===== config.mk =====
export PLATFORM = sky130hd
export DESIGN_NAME = input_fetcher
export DESIGN_NICKNAME = d
export VERILOG_FILES = /design/src/rtl/input_fetcher.sv
export SDC_FILE = /design/constraint.sdc
export NUM_CORES = 1
export LEC_CHECK = 0
export CAP_MARGIN = 0
export CORE_MARGIN = 5
export CORE_UTILIZATION = 60
export CTS_CLUSTER_DIAMETER = 80
export DETAILED_ROUTE_END_ITERATION = 16
export DONT_BUFFER_PORTS = 1
export PLACE_DENSITY = 0.86
export SYNTH_ARGS = -nofsm -noshare
export SYNTH_HDL_FRONTEND = slang
export SYNTH_SLANG_ARGS = --single-unit

===== constraint.sdc =====
create_clock -name clk -period 2.9 [get_ports clk]
set_clock_uncertainty 0.05 [all_clocks]
set_input_delay 0.29 -clock clk [delete_from_list [all_inputs] [get_ports clk]]
set_output_delay 0.29 -clock clk [all_outputs]
set_load 0.1 [all_outputs]

===== src/rtl/input_fetcher.sv =====
// Input fetcher: streams a padded image from the input SRAM in row-major order and
// tags each pixel with its 3x3 window position. Optional stall input via FETCH_STALL_EN.
//
// state | meaning
// IDLE  | waiting for start
// READ  | issuing one SRAM address per cycle
// DRAIN | 3 cycles letting the last pixel reach the window stage
// DONE  | one-cycle frame-end pulse
module input_fetcher #(
  parameter int IMG_H = 58,
  parameter int IMG_W = 58
) (
  input  logic        clk,
  input  logic        rst,
  input  logic        start,
`ifdef FETCH_STALL_EN
  input  logic        stall,
`endif
  output logic        sram_rd_en,
  output logic [13:0] sram_rd_addr,
  input  logic [8:0]  sram_rd_data,
  output logic [8:0]  pix,
  output logic        pix_vld,
  output logic        win_vld,
  output logic [5:0]  win_row,
  output logic [5:0]  win_col,
  output logic        busy,
  output logic        done
);

  localparam logic [13:0] LAST_ADDR = 14'(IMG_H * IMG_W - 1);
  localparam logic [5:0]  LAST_COL  = 6'(IMG_W - 1);

  typedef enum logic [1:0] {
    IDLE  = 2'd0,
    READ  = 2'd1,
    DRAIN = 2'd2,
    DONE  = 2'd3
  } state_t;

  state_t      state, state_nxt;
  logic        issue;
  logic        last_issue;
  logic [5:0]  row, col;
  logic [1:0]  drain_cnt;
  logic        vld1, vld2;
  logic [5:0]  row1, col1, row2, col2;

`ifdef FETCH_STALL_EN
  assign issue = (state == READ) && !stall;
`else
  assign issue = (state == READ);
`endif
  assign last_issue = issue && (sram_rd_addr == LAST_ADDR);

  always_ff @(posedge clk or posedge rst) begin
    if (rst) state <= IDLE;
    else     state <= state_nxt;
  end

  always_comb begin
    state_nxt  = state;
    sram_rd_en = issue;
    busy       = (state != IDLE);
    done       = (state == DONE);
    case (state)
      IDLE:    if (start) state_nxt = READ;
      READ:    if (last_issue) state_nxt = DRAIN;
      DRAIN:   if (drain_cnt == 2'd0) state_nxt = DONE;
      DONE:    state_nxt = IDLE;
      default: state_nxt = IDLE;
    endcase
  end

  // Address and (row, col) counters advance together; they hold on stall and after the last issue.
  always_ff @(posedge clk or posedge rst) begin
    if (rst) begin
      sram_rd_addr <= '0;
      row          <= '0;
      col          <= '0;
    end else if (state == IDLE && start) begin
      sram_rd_addr <= '0;
      row          <= '0;
      col          <= '0;
    end else if (issue && !last_issue) begin
      sram_rd_addr <= sram_rd_addr + 14'd1;
      if (col == LAST_COL) begin
        col <= '0;
        row <= row + 6'd1;
      end else begin
        col <= col + 6'd1;
      end
    end
  end

  always_ff @(posedge clk or posedge rst) begin
    if (rst)                                   drain_cnt <= '0;
    else if (last_issue)                       drain_cnt <= 2'd2;
    else if (state == DRAIN && drain_cnt != 0) drain_cnt <= drain_cnt - 2'd1;
  end

  // Position and valid travel with the data so stalls become bubbles automatically.
  always_ff @(posedge clk or posedge rst) begin
    if (rst) begin
      vld1    <= 1'b0;
      row1    <= '0;
      col1    <= '0;
      pix_vld <= 1'b0;
      pix     <= '0;
      vld2    <= 1'b0;
      row2    <= '0;
      col2    <= '0;
      win_vld <= 1'b0;
      win_row <= '0;
      win_col <= '0;
    end else begin
      vld1    <= issue;
      row1    <= row;
      col1    <= col;
      pix_vld <= vld1;
      if (vld1) pix <= sram_rd_data;
      vld2    <= vld1;
      row2    <= row1;
      col2    <= col1;
      win_vld <= vld2 && (row2 >= 6'd2) && (col2 >= 6'd2);
      if (vld2 && (row2 >= 6'd2) && (col2 >= 6'd2)) begin
        win_row <= row2 - 6'd2;
        win_col <= col2 - 6'd2;
      end
    end
  end

endmodule

== Word-level counts from Yosys, hierarchy flattened ==
Index checks and enable logic that the tools add are counted.

* Bits in registers: 78
* Word-level logic and storage cells: 61

* Add/sub/neg operators: 6
* Order comparisons: 2
* Equality and inequality tests: 8
* Muxes and demuxes: 14
* Reduce and logical (&&, ||, !) cells: 16

{| class="wikitable"
|+ Operators with widths
! kind !! number
|-
| $mux 6 || 6
|-
| $mux 14 || 2
|-
| $add 14x1->14 const B || 1
|-
| $eq 14x12->1 const B || 1
|-
| $add 6x1->6 const B || 2
|-
| $ge 6x2->1 const B || 2
|-
| $sub 6x2->6 const B || 2
|-
| $mux 2 || 5
|-
| $reduce_bool 2->1 || 5
|-
| $pmux 2 s4 || 1
|-
| $eq 6x6->1 const B || 1
|-
| $logic_and 1x1->1 || 6
|-
| $eq 2x2->1 const B || 2
|-
| $logic_not 2->1 || 2
|-
| $ne 2x2->1 const B || 2
|-
| $reduce_and 3->1 || 1
|-
| $eq 2x1->1 const B || 1
|-
| $ne 2x1->1 const B || 1
|-
| $reduce_and 2->1 || 1
|-
| $sub 2x1->2 const B || 1
|-
| $logic_not 1->1 || 1
|}

== Logic depth before layout (Yosys ltp) ==
* Depth in word-level cells: 6
* Mapped depth: 7
* Depth with buffers taken out: 6

== Least setup slack after synthesis ==
Ideal clock, no wire load.

* Path type: flip-flop to flip-flop
* From: reg sram_rd_addr[1]
* To: reg state[1]
* Arrival: 2,447 ps
* Setup slack: 275 ps
* Stages on the path, launching flop included: 6
* Path buffers: 0
* Period minus slack after synthesis: 2,625 ps
* Cell sequence: dfrtp_1 -> ha_1 -> nor3b_1 -> nand4_4 -> a211oi_2 -> mux2_1

* Word-level cells in the longest chain between the ends: 4

{| class="wikitable"
|+ Ends and longest elaborated chain
! item !! line !! RTL
|-
| start, declared || 20 || <nowiki>output logic [13:0] sram_rd_addr,</nowiki>
|-
| start signal, assigned || 86 || <nowiki>sram_rd_addr <= sram_rd_addr + 14'd1;</nowiki>
|-
| $eq 14x12->1 || 54 || <nowiki>assign last_issue = issue && (sram_rd_addr == LAST_ADDR);</nowiki>
|-
| $logic_and 1x1->1 || 54 ||
|-
| $ne 2x1->1 (no line) || n/a ||
|-
| $reduce_and 3->1 (no line) || n/a ||
|-
| end signal, assigned || 58 || <nowiki>else state <= state_nxt;</nowiki>
|-
| end, declared || 41 || <nowiki>state_t state, state_nxt;</nowiki>
|}

Every way passes these cells.
A chain may end at the register's enable or synchronous reset.

== Final worst setup path ==
Same ends and word-level chain as after synthesis.

==> impl_metrics.tcl <==
set metrics [dict create \
    status "complete, no violations" \
    synth-async-reset-ratio 1.00 \
    cts_max_level 3 \
    synth_area_leader_cell "dfrtp_1" \
    track_usage 0.192 \
    cts_setup_buffers 0 \
    yosys_warnings 0 \
    dp_hpwl_mm 4.56 \
    synth_fa_ha_area_frac 0.0440 \
    synth-compound-area-share 0.118 \
    synth-seq-cells 78 \
    cts_hold_buf 1 \
    drc 0 \
    synth_most_common_cell "dfrtp_1" \
    cp.required_ns 3.08 \
    grt-busiest-layer "met2" \
    crit_fanout 9 \
    holdPathEnd "pix[6]" \
    end_kind "flop" \
    slew_headroom 0.349 \
    rr_startpoint "sram_rd_addr[1]" \
    rows 27 \
    fin_crit_sh 0.717 \
    setup.worst_path.class "reg -> reg" \
    synth.top_cell.area_share 0.572 \
    synth-xor-area-share 0.0359 \
    drv_cap 0 \
    use_met1 0.229 \
    die_w_um 85.4 \
    cp-start-kind "flop" \
    synth_top_family_by_area "simple AND/OR/NAND/NOR gates" \
    dieArea_um2 7290 \
    cts_resized 0 \
    worst_pin_slew_ns 0.979 \
    gp_congestion 0.805 \
    antenna_left 0 \
    syn_to_final_growth_pct 10.0 \
    r2r_end "state[1]" \
    synth_edf_count 0 \
    vias_per_cell 5.93 \
    fin_tns_setup_ns 0 \
    wl_mm 6.54 \
    synthCells 284 \
    max_clock_freq_ghz 0.481 \
    cts_buffer_depth 2 \
    ys_top_cells_by_area "dfrtp_1, ha_1, mux2_2" \
    r2r_slack_ns 0.82 \
    syn_nets 308 \
    clk_latency_ns 0.35 \
    synth_flop_cell "dfrtp_1" \
    worstHoldStart "sram_rd_data[6]" \
    clock-sinks 78 \
    grt_pass1_vias 2375 \
    routedWlPerCell_um 17.1 \
    grt_overflow_total 0 \
    drt_first_pass_iters 4 \
    rsz0062_at_grt "false" \
    start_util 0.620 \
    cts_tree "yes" \
    num_vias 2265 \
    grt_pass1_wl_mm 11.0 \
    fill_cells 398 \
    cts-root-buf "clkbuf_8" \
    min_path_cells 1 \
    port_buffers 0 \
    cts.reportedPaths.clkPinSlew_ns 0.09 \
    io-pin-count 52 \
    ys_top_cells_by_count "dfrtp_1, nand2_1, a21oi_1, inv_1, ha_1" \
    design.core.area_um2 5510 \
    fin_crit_ns 2.08 \
    numCtsBuffers 9 \
    drive_gt1_frac 0.219 \
    antenna_found_initial 0 \
    ys_seq_area_frac 0.572 \
    hold_viol 0 \
    ys_types 53 \
    grt_max_degree 37 \
    cp.arrival_ns 2.26 \
    diodes 0 \
    nNetsFinal 329 \
    syn_area_um2 3410 \
    syn_area_per_cell_um2 12.0 \
    reg2reg_depth 5 \
    use_met3 0.0563 \
    grt_use_met2 0.316 \
    min_path_type "in -> reg" \
    die_y_um 85.4 \
    drt_iter0_drc 136 \
    synth-simple-area-share 0.148 \
    synthMuxAreaShare 0.0396 \
    setup_violations 0 \
    maxSlewViolCount 0 \
]
## cell type report
class                      instances  area [um2]  share of cell area
clock buffer                       9         124              0.0330
clock inverter                     7        55.1              0.0147
inverter                          15        56.3              0.0150
multi-input combinational        180        1320               0.351
sequential                        78        1950               0.520
tap                               72        90.1              0.0240
timing repair buffer              21         160              0.0427
## kinds of logic after synthesis
family,Yosys count
buffers and inverters,26
DFF,78
adders and majority gates,12
muxes,12
xor gates and xnor gates,14
and+or+nand+nor,83
AOI/OAI and AO/OA,59
## routing by layer
layer | part of all wire | up-vias
met3 | 0.075 | 9
met4 | 0.017 | 0
met1 | 0.39 | 1108
li1 | - | 1055
met5 | 0 | -
met2 | 0.51 | 93
## sequential cells by signal (all words and copies together) (netlist names)
register and count:
state 2, row1 6, win_vld 1, pix 9, row2 6, col1 6, win_col 6, vld2 1
vld1 1, row 6, col2 6, sram_rd_addr 14, drain_cnt 2, win_row 6, col 6
## through the flow
step	hold WS [ns]	setup slack, ns	utilization	cells	instance area (um2)
2_1_floorplan	0.281	0.275	-	284	3410
3_5_place_dp	0.286	0.844	0.648	365	3570
6_report	0.0323	0.822	0.682	382	3750
4_1_cts	0.0179	0.818	0.682	382	3750
5_1_grt	0.00553	0.714	0.682	382	3750
3_3_place_gp	0.281	0.896	0.648	365	3570
## cells in the final DEF (no fill, tap or decap), types with 3 or more instances in the layout
| master | n |
|---|---|
| inv_6 | 3 |
| nor3_1 | 5 |
| nor4_1 | 3 |
| o211ai_1 | 3 |
| o21ai_0 | 8 |
| ha_1 | 11 |
| mux2_2 | 10 |
| a21oi_1 | 15 |
| nand4_1 | 8 |
| o41ai_1 | 3 |
| inv_1 | 14 |
| o31ai_1 | 5 |
| or3_1 | 5 |
| dfrtp_1 | 78 |
| nor2_1 | 11 |
| clkbuf_8 | 9 |
| xor2_1 | 5 |
| o21ai_1 | 8 |
| nand2_1 | 21 |
| o21ai_2 | 3 |
| buf_4 | 20 |
| a21oi_2 | 3 |
| nand4b_1 | 4 |
| nand3_1 | 5 |
| xnor2_1 | 9 |
## how the worst max path moves through the flow
stage / to / slack, ns / cells past startpoint / startpoint
floorplan: state[1] / 0.28 / 5 / sram_rd_addr[1]
global placement: win_row[0] / 0.90 / 4 / col2[1]
detailed placement: state[1] / 0.84 / 5 / sram_rd_addr[1]
CTS: state[1] / 0.82 / 5 / sram_rd_addr[1]
global route: sram_rd_addr[13] / 0.71 / 6 / state[1]
finish: state[1] / 0.82 / 5 / sram_rd_addr[1]
## worst max-delay path, stage by stage, from the launching register on
cell and delay [ns]:
dfrtp_1 0.36, ha_1 0.20, nor3b_1 0.47, nand4_4 0.24, a211oi_2 0.30, mux2_1 0.34
Power is not shown: default switching activity piles up to over one toggle a cycle in this logic, so the estimate is an artifact.
